`src/rtl/rf_arb_pkg.sv`:
```
// Shared types for the register-file write-port arbiter.
// State encoding and index/counter widths.
package rf_arb_pkg;
  typedef enum logic {
    NORMAL,
    FORCE_LL
  } arb_state_e;

  localparam int REG_IDX_W  = 5;
  localparam int WAIT_CNT_W = 4;
endpackage

```
`src/rtl/rf_scoreboard.sv`:
```
// Per-register busy bits for LL results in flight.
// Set and clear in one cycle on the same index: set wins.
module rf_scoreboard
  import rf_arb_pkg::*;
#(
  parameter int NREG = 32
) (
  input  logic                 clk,
  input  logic                 rst_n,
  input  logic                 set_en,
  input  logic [REG_IDX_W-1:0] set_idx,
  input  logic                 clr_en,
  input  logic [REG_IDX_W-1:0] clr_idx,
  input  logic [REG_IDX_W-1:0] iss_idx,
  input  logic [REG_IDX_W-1:0] rs1_idx,
  input  logic [REG_IDX_W-1:0] rs2_idx,
  input  logic [REG_IDX_W-1:0] rd_idx,
  output logic                 iss_busy,
  output logic                 rs1_busy,
  output logic                 rs2_busy,
  output logic                 rd_busy
);
  logic [NREG-1:0] busy;
  logic [NREG-1:0] busy_nxt;

  always_comb begin
    busy_nxt = busy;
    if (clr_en)
      busy_nxt[clr_idx] = 1'b0;
    if (set_en)
      busy_nxt[set_idx] = 1'b1;
    busy_nxt[0] = 1'b0;
  end

  always_ff @(posedge clk or negedge rst_n) begin
    if (!rst_n)
      busy <= '0;
    else
      busy <= busy_nxt;
  end

  assign iss_busy = busy[iss_idx];
  assign rs1_busy = busy[rs1_idx];
  assign rs2_busy = busy[rs2_idx];
  assign rd_busy  = busy[rd_idx];
endmodule

```
`src/rtl/rf_write_arbiter.sv`:
```
// Single RF write port shared by WB (priority) and LL.
// LL is forced through after MAX_WAIT refused cycles.
module rf_write_arbiter
  import rf_arb_pkg::*;
#(
  parameter int XLEN     = 32,
  parameter int NREG     = 32,
  parameter int MAX_WAIT = 4
) (
  input  logic                 clk,
  input  logic                 rst_n,
  input  logic                 wb_valid,
  output logic                 wb_ready,
  input  logic [REG_IDX_W-1:0] wb_idx,
  input  logic [XLEN-1:0]      wb_data,
  input  logic                 ll_valid,
  output logic                 ll_ready,
  input  logic [REG_IDX_W-1:0] ll_idx,
  input  logic [XLEN-1:0]      ll_data,
  input  logic                 ll_issue_valid,
  output logic                 ll_issue_ready,
  input  logic [REG_IDX_W-1:0] ll_issue_idx,
  input  logic [REG_IDX_W-1:0] rs1_idx,
  input  logic [REG_IDX_W-1:0] rs2_idx,
  input  logic [REG_IDX_W-1:0] rd_idx,
  output logic                 rs1_busy,
  output logic                 rs2_busy,
  output logic                 rd_busy,
  output logic                 rf_wr_en,
  output logic [REG_IDX_W-1:0] rf_wr_idx,
  output logic [XLEN-1:0]      rf_wr_data
);
  localparam logic [WAIT_CNT_W-1:0] CNT_LAST =
    WAIT_CNT_W'(MAX_WAIT - 1);

  arb_state_e state, state_nxt;
  logic [WAIT_CNT_W-1:0] wait_cnt, cnt_nxt;
  logic wb_rdy, ll_rdy, wb_nz, refused;
  logic wb_gnt, ll_gnt, ll_xfer;
  logic iss_busy, set_en;

  always_ff @(posedge clk or negedge rst_n) begin
    if (!rst_n) begin
      state    <= NORMAL;
      wait_cnt <= '0;
    end else begin
      state    <= state_nxt;
      wait_cnt <= cnt_nxt;
    end
  end

  always_comb begin
    state_nxt = state;
    cnt_nxt   = refused ? wait_cnt + 1'b1 : '0;
    unique case (state)
      NORMAL:
        if (refused && wait_cnt == CNT_LAST)
          state_nxt = FORCE_LL;
      FORCE_LL:
        if (!ll_valid || ll_xfer)
          state_nxt = NORMAL;
      default: state_nxt = NORMAL;
    endcase
  end

  always_comb begin
    wb_nz  = wb_valid && wb_idx != '0;
    wb_rdy = 1'b0;
    ll_rdy = 1'b0;
    unique case (state)
      NORMAL: begin
        wb_rdy = wb_valid;
        ll_rdy = ll_valid && (ll_idx == '0 || !wb_nz);
      end
      FORCE_LL: begin
        wb_rdy = wb_valid && wb_idx == '0;
        ll_rdy = ll_valid;
      end
      default: ;
    endcase
  end

  assign wb_ready = rst_n && wb_rdy;
  assign ll_ready = rst_n && ll_rdy;
  assign refused  = ll_valid && !ll_ready;
  assign ll_xfer  = ll_valid && ll_ready;
  assign wb_gnt   = wb_valid && wb_ready && wb_idx != '0;
  assign ll_gnt   = ll_xfer && ll_idx != '0;

  always_comb begin
    rf_wr_en   = 1'b0;
    rf_wr_idx  = '0;
    rf_wr_data = '0;
    unique case (1'b1)
      wb_gnt: begin
        rf_wr_en   = 1'b1;
        rf_wr_idx  = wb_idx;
        rf_wr_data = wb_data;
      end
      ll_gnt: begin
        rf_wr_en   = 1'b1;
        rf_wr_idx  = ll_idx;
        rf_wr_data = ll_data;
      end
      default: ;
    endcase
  end

  assign ll_issue_ready = rst_n && !iss_busy;
  assign set_en = ll_issue_valid && ll_issue_ready;

  rf_scoreboard #(.NREG(NREG)) u_sb (
    .clk      (clk),
    .rst_n    (rst_n),
    .set_en   (set_en),
    .set_idx  (ll_issue_idx),
    .clr_en   (ll_xfer),
    .clr_idx  (ll_idx),
    .iss_idx  (ll_issue_idx),
    .rs1_idx  (rs1_idx),
    .rs2_idx  (rs2_idx),
    .rd_idx   (rd_idx),
    .iss_busy (iss_busy),
    .rs1_busy (rs1_busy),
    .rs2_busy (rs2_busy),
    .rd_busy  (rd_busy)
  );
endmodule
```
`config.mk`:
```
export PLATFORM = sky130hd
export DESIGN_NAME = rf_write_arbiter
export DESIGN_NICKNAME = d
export VERILOG_FILES = /design/src/rtl/rf_arb_pkg.sv /design/src/rtl/rf_scoreboard.sv /design/src/rtl/rf_write_arbiter.sv
export SDC_FILE = /design/constraint.sdc
export NUM_CORES = 1
export LEC_CHECK = 0
export ABC_CLOCK_PERIOD_IN_PS = 2300
export BUFFER_PORTS_ARGS = -buffer_cell sky130_fd_sc_hd__buf_2
export CAP_MARGIN = 0
export CORE_MARGIN = 8
export CORE_UTILIZATION = 44
export CTS_CLUSTER_DIAMETER = 50
export CTS_CLUSTER_SIZE = 14
export DETAILED_ROUTE_END_ITERATION = 7
export GPL_ROUTABILITY_DRIVEN = 0
export PLACE_DENSITY = 0.9
export SYNTH_ARGS = -nofsm -noshare
export SYNTH_HDL_FRONTEND = slang
export SYNTH_HIERARCHICAL = 1
export SYNTH_SLANG_ARGS = --single-unit
```
`constraint.sdc`:
```
create_clock -name clk -period 2.3 [get_ports clk]
set_clock_uncertainty 0.2 [all_clocks]
set_input_delay 0.46 -clock clk [delete_from_list [all_inputs] [get_ports clk]]
set_output_delay 0.46 -clock clk [all_outputs]
set_load 0.005 [all_outputs]
```
Yosys cells after proc, flatten, opt, wreduce, memory -nomap -nowiden:

Cells that the tools add are included.

* $add $sub $neg: 1
* order comparisons: 7
* equality and inequality tests: 1
* multiplexer cells: 23
* bitwise logic cells: 4
* reductions and logical operators: 26

Operators by type and width (number)
* $mux 32: 2
* $pmux 32 s2: 1
* $and 32x32->32: 1
* $not 32->32: 1
* $or 32x32->32: 1
* $lt 5x6->1 const B: 5
* $bmux 1 s5: 4
* $logic_and 1x1->1: 15
* $demux 1 s5: 2
* $ge 5x1->1 const B: 2
* $logic_not 5->1: 2
* $pmux 5 s2: 1
* $reduce_bool 5->1: 2
* $mux 1: 9
* $pmux 1 s2: 3
* $add 4x1->4 const B: 1
* $eq 4x2->1 const B: 1
* $logic_not 1->1: 4
* $mux 4: 1
* $logic_or 1x1->1: 2
* $reduce_or 2->1: 1
* $not 1->1: 1

* flip-flop bits (word level): 36
* input port bits: 99
* output and inout port bits: 44

Depth between registers and ports, before layout:

Gate-level depths: netlist of the first run.

* depth after elaboration: 12
* gate-level depth with buffers: 9
* gate-level depth less buffers: 8

Hierarchy:

The synthesis of the first run kept the hierarchy.

Modules (own cells, without submodules)
* rf_scoreboard: times used 1, cells each 264, area an instance 2492.4 µm²
* rf_write_arbiter: times used 1, cells each 81, area an instance 757.0 µm²

Worst setup path after synthesis of the first run:

No wires, ideal clock.

* path kind: input to register
* start: input port ll_issue_idx[1]
* end: register u_sb.busy[16]
* library setup time: 0.083 ns
* arrival time: 2.296 ns
* data required time: 2.017 ns
* setup slack: -0.278 ns
* stages: 8
* path buffers: 1
* path through: buf_6 mux4_1 o2111ai_1 nand4_1 nor2b_1 and2_1 or3b_1 o21ai_0

* cells in the longest elaborated chain, start to end: 6

Ends and longest elaborated chain
* start, declared: line rf_write_arbiter.sv:22 `input logic [REG_IDX_W-1:0] ll_issue_idx,`
* $bmux 1 s5: line rf_scoreboard.sv:42 `assign iss_busy = busy[iss_idx];`
* $mux 1 (not written as such): line rf_scoreboard.sv:42
* net iss_busy: line rf_write_arbiter.sv:40 `logic iss_busy, set_en;`
* $logic_not 1->1: line rf_write_arbiter.sv:109 `assign ll_issue_ready = rst_n && !iss_busy;`
* $logic_and 1x1->1: line rf_write_arbiter.sv:109
* net ll_issue_ready: line rf_write_arbiter.sv:21 `output logic ll_issue_ready,`
* $logic_and 1x1->1: line rf_write_arbiter.sv:110 `assign set_en = ll_issue_valid && ll_issue_ready;`
* net set_en: line rf_write_arbiter.sv:40
* $mux 32: line rf_scoreboard.sv:30 `if (set_en)`
* net u_sb.busy_nxt[16]: line rf_scoreboard.sv:24 `logic [NREG-1:0] busy_nxt;`
* end signal, assigned: line rf_scoreboard.sv:39 `busy <= busy_nxt;`
* end, declared: line rf_scoreboard.sv:23 `logic [NREG-1:0] busy;`

The timed path passes the listed nets, and every way through them passes these cells. The select of a mux whose other input is x is not followed.

Final worst setup path of the first run:

* start: register u_sb.busy[6]
* end: register u_sb.busy[28]

* cells in the longest elaborated chain, start to end: 6

Ends and longest elaborated chain (line)
* $bmux 1 s5: rf_scoreboard.sv:42
* $mux 1 (not written as such): rf_scoreboard.sv:42
* net iss_busy: rf_write_arbiter.sv:40
* $logic_not 1->1: rf_write_arbiter.sv:109
* $logic_and 1x1->1: rf_write_arbiter.sv:109
* $logic_and 1x1->1: rf_write_arbiter.sv:110
* net set_en: rf_write_arbiter.sv:40
* $mux 32: rf_scoreboard.sv:30
* net u_sb.busy_nxt[28]: rf_scoreboard.sv:24

The timed path passes the listed nets, and every way through them passes these cells. The select of a mux whose other input is x is not followed.

==> results by group, run 1 <==
Floorplan
  • Die H: between 100 and 150 um
  • Die Area: 10400 um^2
  • Initial Util: a little under half
  • Core footprint: 7210 um^2
  • # IOs: between 100 and 150
  • Chip Width: 102 um
  • Rows: 31

Detailed routing
  • Detailed Routing Iterations Pass 1: 5
  • Final WL: 14.5 mm
  • Initial DRC count: around 380
  • Wire per inst: around 23 um
  • Number of routed nets with antenna violations: 0
  • Via count: 4098
  • Drt drc: 0
  • Vias/cell: between 6 and 7

Critical path
  • Reg2Reg Launch Point: u_sb/busy[6]$_DFF_PN0_
  • Worst EP required: approximately 2300 ps
  • Crit Path Class: reg2reg
  • Setup crit start kind: register
  • Crit end category: register
  • Worst R2R End: u_sb/busy[28]$_DFF_PN0_
  • R2R cell count: 9
  • FF-to-FF setup slack: -390 ps
  • CP startpoint: u_sb/busy[6]$_DFF_PN0_
  • Crit path DAT: around 2700 ps
  • Crit path max fanout: 7

Synth
  • EDFF count, synth: 0
  • Ys async rst share: 100%
  • Sequential share of the synthesized area: 27.7%
  • Main flop type after synthesis: dfrtp_1
  • Yosys cell types: 39
  • Post-Syn Area: around 3200 um^2
  • Cells after Synth: 345
  • Yosys Warn Count: 6
  • Avg Cell Area, Syn: 9.42 um^2
  • Synth Register Bits: 36
  • Syn nets: between 400 and 500

Clocking
  • Worst-path clk slew: 70 ps
  • Inserted Clock Buffers: 5
  • CTS Root Cell: clkbuf_8
  • Htree depth: 2
  • CTS max path bufs: 2
  • CTS tree: yes
  • Sink Count: 36
  • Clk_lat worst skew: around 290 ps

Power and ir drop
  • Leakage: 2.32 nW
  • Tot Pwr: between 2 and 2.5 mW
  • Max VDD drop: between 200 and 250 uV
  • PD cells: 501 nW/um^2

STA
  • Final period util: 117%
  • Final setup fails: 74
  • RSZ-0062 raised after global routing: true
  • Max-slew headroom: 60.3%
  • Fin Setup TNS: -14700 ps
  • Achievable Freq: between 0.3 and 0.4 GHz
  • Final Hold Fails: 0
  • Worst-margin pin slew: approximately 600 ps
  • Final slew viol count: 0
  • Setup ws final: -390 ps
  • Final Critical Period: around 2700 ps

GRT
  • Largest net degree at the start of global routing: 27
  • Grt total ovfl: 0
  • First-pass GRT wire length: slightly above 20 mm
  • Antenna violations before repair: 3
  • Global-route usage over all layers: 25.7%
  • Vias in the first global route: about 4.2k

Finish
  • Share of post-route cells with drive strength above 1: around 50%
  • Area Growth Syn to Fin: 48.2%
  • Post-Layout Inst Area: 4820 um^2
  • Post-layout net count: approximately 640
  • Final Core Density: 66.8%

Placement
  • HPWL after DPL: ~10 mm
  • Placed instance area: approximately 4200 um^2
  • Dpl ws: -532 ps
  • Port bufs: 142

Run status
  • Failing checks: setup timing
  • Run status: finished with violations

Flow run
  • MaxCap Viol Count: 0

Worst hold path
  • Hold Path Class: in2async
[layout make-up]
class / instances / area (um^2)
Clock buffer: 7 / 96.3
Antenna cell: 4 / 10.0
Multi-Input combinational cell: 292 / 2430
Inverter: 5 / 18.8
Tap cell: 99 / 124
Fill cell: 551 / 2400
Timing Repair Buffer: 198 / 1240
Sequential cell: 36 / 902
[metrics by stage]
stage	cells	hold slack [ps]
6_report	641	193
5_1_grt	640	238
4_1_cts	628	156
3_5_place_dp	609	257
3_3_place_gp	609	265
2_1_floorplan	345	-35.6
[logic make-up after synthesis]
kind of cell | count (synthesis) | share of synthesized area (%)
AND/OR/NAND/NOR | 98 | 18.0
multiplexers | 48 | 19.8
flip-flops | 36 | 27.7
adder cells (fa/ha/maj) | 1 | 0.385
XOR/XNOR | 2 | 0.539
buffers and inverters | 24 | 6.08
AO/OA/AOI/OAI | 136 | 27.5
[flip-flops by register name, indices dropped and copies added (netlist names)]
register and count:
u_sb/busy 31, state 1, wait_cnt 4
[layer usage]
metal / wire, um / vias up / global-route usage [%]
li1: - / 1753 / -
met1: 4630 / 1933 / 26.4
met2: 7300 / 331 / 45.6
met3: 1630 / 81 / 7.02
met4: 944 / 0 / 15.6
met5: 0 / - / 0
[timing repair]
| action | CTS | global route |
|---|---|---|
| gates resized for setup | 48 | 50 |
| pin swaps | 14 | 27 |
| endpoints found under the setup margin | 72 | 74 |
| setup buffers | 8 | 7 |
| gates cloned | 3 | 4 |
| hold endpoints to repair | 12 | 0 |
| hold buffers | 1 | 0 |
[cell usage after synthesis (2+ instances only)]
library cell | number | area (um^2)
o2111ai_1 | 4 | 35.0
nand4_1 | 4 | 25.0
o21ai_1 | 8 | 40.0
nor3_4 | 2 | 32.5
buf_6 | 13 | 146
nor2b_1 | 6 | 37.5
a22oi_1 | 8 | 60.1
a211oi_1 | 4 | 30.0
a22o_1 | 37 | 324
and2b_1 | 3 | 22.5
or3_1 | 2 | 12.5
nand2_1 | 10 | 37.5
nand3b_1 | 10 | 75.1
inv_1 | 5 | 18.8
dfrtp_1 | 36 | 901
mux4_1 | 3 | 78.8
and3b_1 | 2 | 17.5
mux4_2 | 9 | 203
o211ai_1 | 4 | 30.0
mux2i_1 | 36 | 360
nor2_1 | 17 | 63.8
o21ai_0 | 55 | 275
or3b_1 | 5 | 43.8
a21oi_1 | 14 | 70.1
and3_1 | 3 | 18.8
nand2b_1 | 8 | 50.1
nand3_1 | 21 | 105
buf_2 | 5 | 25.0
[cells in the final DEF (no fill, tap or decap), types with 5 or more instances in the layout]
cell / count
o21ai_0: 22
a22o_1: 37
buf_4: 44
o21ai_1: 17
nand3b_1: 10
nor2b_1: 5
and2_4: 7
mux2i_1: 36
buf_2: 135
nor2_1: 13
nand2_1: 10
inv_1: 5
a21oi_1: 14
a22oi_1: 8
o21ai_2: 24
buf_6: 16
mux4_2: 12
dfrtp_1: 35
nand2b_4: 8
clkbuf_8: 7
nand3_1: 20
[power by group]
part / internal, mW / switching [mW] / leakage [nW]
Clock: 0.267 / 0.221 / 0.0504
Combinational: 0.542 / 0.507 / 1.80
Sequential: 0.739 / 0.136 / 0.469
[worst max-delay path, stage by stage (launching register included)]
cell and delay (ps):
dfrtp_1 390, mux4_2 480, nand2b_4 160, o211ai_1 80, nand4_1 170, nor2b_2 200
buf_4 140, and2_4 150, or3b_4 470, o21ai_2 180
[worst max path at each step]
stage | endpoint | slack [ps] | cells after the start
2_1_floorplan | u_sb/busy[12]$_DFF_PN0_ | -190 | 9
3_3_place_gp | rf_wr_data[22] | -490 | 6
3_5_place_dp | rf_wr_data[29] | -530 | 6
4_1_cts | ll_issue_ready | -200 | 7
5_1_grt | u_sb/busy[28]$_DFF_PN0_ | -420 | 9
6_report | u_sb/busy[28]$_DFF_PN0_ | -390 | 9
Note: power is estimated with default switching activity, not from simulation.
==> run 2, diff against run 1 <==
Settings changed: CELL_PAD_IN_SITES_DETAIL_PLACEMENT set to 1, CELL_PAD_IN_SITES_GLOBAL_PLACEMENT set to 2, CORE_UTILIZATION 44 to 25.
==> run 2 against run 1 <==
Compared with the run above:
- the flow still finishes with violations (setup timing)
- largest cell class unchanged
- critical path type is now in2out
- die area is 63% higher
- clock-buffer cell count decreased by 2
- routed wire length increased by 8.2%
- hold slack improved by 26 ps
- register-to-register slack improved by 220 ps
- combinational power is 14% higher
==> results by group, run 2 (same netlist as run 1, synthesis figures left out) <==
Finish
  • Ant. Diodes: 0 (-4)
  • Biggest regs: u_sb/busy x31, wait_cnt x4, state x1
  • Area Growth Syn to Fin: 58.6%
  • Share of post-route cells with drive strength above 1: 54.7% (+3.6 points)
  • Most common cell after layout, fill and taps aside: buf_2
  • Post-layout net count: 656 (+2.8%)
  • Commonest non-fill, non-tap cells in the layout: buf_2 (134), buf_4 (62), dfrtp_1 (36), o21ai_2 (36), mux2i_1 (36)
  • Final Core Density: 40.7% (-26 points)
  • Top reg by flops: u_sb/busy
  • Largest register FFs: 31 (unchanged)

Power and ir drop
  • P_int: 1.74 mW (+12%)
  • Sw Share: 34.3% (-1.5 points)
  • Net switching power: 0.906 mW (+5.0%)
  • Seq pwr share: 31.5% (-4.8 points)
  • PD cells: 513 nW/um^2 (+2.4%)
  • Max VDD drop: 290 uV (+31%)
  • Combinational share of power: 45.4% (+1.9 points)
  • Leakage: 2.47 nW (+6.2%)
  • Clock power share: 23.2% (+3.0 points)
  • Tot Pwr: 2.64 mW (+9.6%)

GRT
  • Vias in the first global route: 4432 (+6.2%)
  • Grt total ovfl: 0 (unchanged)
  • First-pass GRT wire length: 24.2 mm (+17%)
  • Global-route usage over all layers: 18.6% (-7.1 points)
  • Largest net degree at the start of global routing: 38 (+41%)
  • Antenna violations before repair: 0 (-3)

Floorplan
  • # IOs: 143 (unchanged)
  • Die Area: 16900 um^2 (+63%)
  • Core footprint: 12700 um^2 (+76%)
  • Chip Width: 130 um (+28%)
  • Initial Util: 25.6% (-19 points)
  • Rows: 41 (+32%)
  • Die H: 130 um (+28%)

Clocking
  • Sink Count: 36 (unchanged)
  • Hold buffer count at cts: 0 (-1)
  • Clk_lat worst skew: 270 ps (-20 ps)
  • Htree depth: 2 (unchanged)
  • CTS max path bufs: 2 (unchanged)
  • CTS tree: yes
  • CTS Root Cell: clkbuf_16
  • Worst-path clk slew: 50 ps (-20 ps)
  • Inserted Clock Buffers: 5 (unchanged)

Critical path
  • Critical Path End: rf_wr_data[26]
  • R2R cell count: 8 (-1)
  • Crit path max fanout: 17 (+10)
  • Crit Path Class: in2out
  • Worst EP required: 1640 ps (-670 ps)
  • Cell breakdown of the critical path: buf_6, or4_4, nor2_4, nor3_4, buf_12, a22o_1, buf_2
  • Crit end category: output port
  • Worst R2R End: u_sb/busy[4]$_DFF_PN0_
  • Setup crit start kind: input pin
  • Critical path's largest stage delay: 540 ps (+60 ps)
  • FF-to-FF setup slack: -170 ps (+220 ps)
  • CP startpoint: ll_idx[1]
  • Crit path DAT: 1890 ps (-810 ps)
  • Slowest-stage cell, CP: or4_4
  • Reg2Reg Launch Point: u_sb/busy[23]$_DFF_PN0_

Detailed routing
  • Initial DRC count: 180 (-53%)
  • Drt drc: 0 (unchanged)
  • Wl on met1: 6.07 mm (+31%)
  • Vias/cell: 5.36 (-16%)
  • Detailed Routing Iterations Pass 1: 4 (-1)
  • DR top layer: met4
  • DR WL met2: 8.02 mm (+9.9%)
  • Final WL: 15.7 mm (+8.2%)
  • Wire per inst: 21.6 um (-4.4%)
  • WL met3: 1.13 mm (-31%)
  • Number of routed nets with antenna violations: 0 (unchanged)
  • Via count: 3893 (-5.0%)

STA
  • Achievable Freq: 0.392 GHz (+5.4%)
  • RSZ-0062 raised after global routing: true
  • Max-slew headroom: 67.5% (+7.2 points)
  • Final Hold Fails: 0 (unchanged)
  • Setup ws final: -253 ps (+137 ps)
  • Worst-margin pin slew: 482 ps (-112 ps)
  • Final Critical Period: 2550 ps (-137 ps)
  • Final setup fails: 65 (-12%)
  • Final slew viol count: 0 (unchanged)
  • Final period util: 111% (-6.0 points)

Worst hold path
  • Hold Path Class: in2async

Placement
  • Port bufs: 142 (unchanged)
  • HPWL after DPL: 12.4 mm (+23%)

Run status
  • Run status: finished with violations
  • Failing checks: setup timing

Flow run
  • MaxCap Viol Count: 0 (unchanged)
## run 2: cell types whose count changed in the layout (fill, tap and decap cells not counted), moves of 5 or more
| cell | change |
|---|---|
| buf_4 | +18 |
| o21ai_0 | -15 |
| o21ai_2 | +12 |
| clkbuf_8 | -7 |
| clkbuf_16 | +5 |
## run 2: area by class of cell
| cell class | instances | area [um^2] |
|---|---|---|
| timing repair buffer | 220 | 1440 |
| sequential | 36 | 901 |
| multi-input combinational | 288 | 2450 |
| tap | 172 | 215 |
| inverter | 5 | 18.8 |
| clock buffer | 5 | 125 |
| fill | 1527 | 7520 |
## run 2: worst min path at each step
stage,to,slack [ps],cells after the start
floorplan,state$_DFF_PN0_,-40,0
global placement,wait_cnt[0]$_DFF_PN0_,370,1
detailed placement,wait_cnt[0]$_DFF_PN0_,380,1
CTS,state$_DFF_PN0_,230,3
global route,u_sb/busy[2]$_DFF_PN0_,270,3
finish,u_sb/busy[23]$_DFF_PN0_,220,3
## run 2: power by group through the flow
| stage | Clock, mW | Sequential, mW | Combinational (mW) |
|---|---|---|---|
| final | 0.612 | 0.831 | 1.20 |
| after global routing | 0.640 | 0.845 | 1.30 |
| after CTS | 0.625 | 0.829 | 1.10 |
| after detailed placement | 0 | 0.838 | 1.02 |
| after floorplan | 0 | 0.837 | 0.487 |
| after global placement | 0 | 0.825 | 0.980 |
## run 2: critical path: cells and delay by family
family | cells | cell delay [ps]
AND/OR/NAND/NOR | 3 | 850
buffers and inverters | 3 | 390
AO/OA/AOI/OAI | 1 | 200
## run 2: through the flow
step / setup WS, ps / cell area (um^2) / setup TNS (ps) / hold WS [ps] / cells
floorplan: -189 / 3280 / -1320 / -35.6 / 345
global placement: -587 / 4500 / -26540 / 365 / 704
global route: -314 / 5150 / -14150 / 272 / 726
finish: -253 / 5150 / -9350 / 218 / 726
detailed placement: -672 / 4500 / -33100 / 376 / 704
CTS: -265 / 4910 / -9300 / 228 / 722
## run 2: timing repair
action / 4_1_cts / 5_1_grt
hold endpoints to repair: 0 / 0
endpoints found under the setup margin: 74 / 74
pin swaps: 22 / 37
gates cloned: 3 / 0
setup buffers: 10 / 5
resized for setup: 43 / 88
## run 2: per-layer routing
metal	vias up	global-route usage, %
met5	-	0
met4	0	7.10
met3	30	5.43
met2	168	33.6
met1	1912	20.1
li1	1783	-
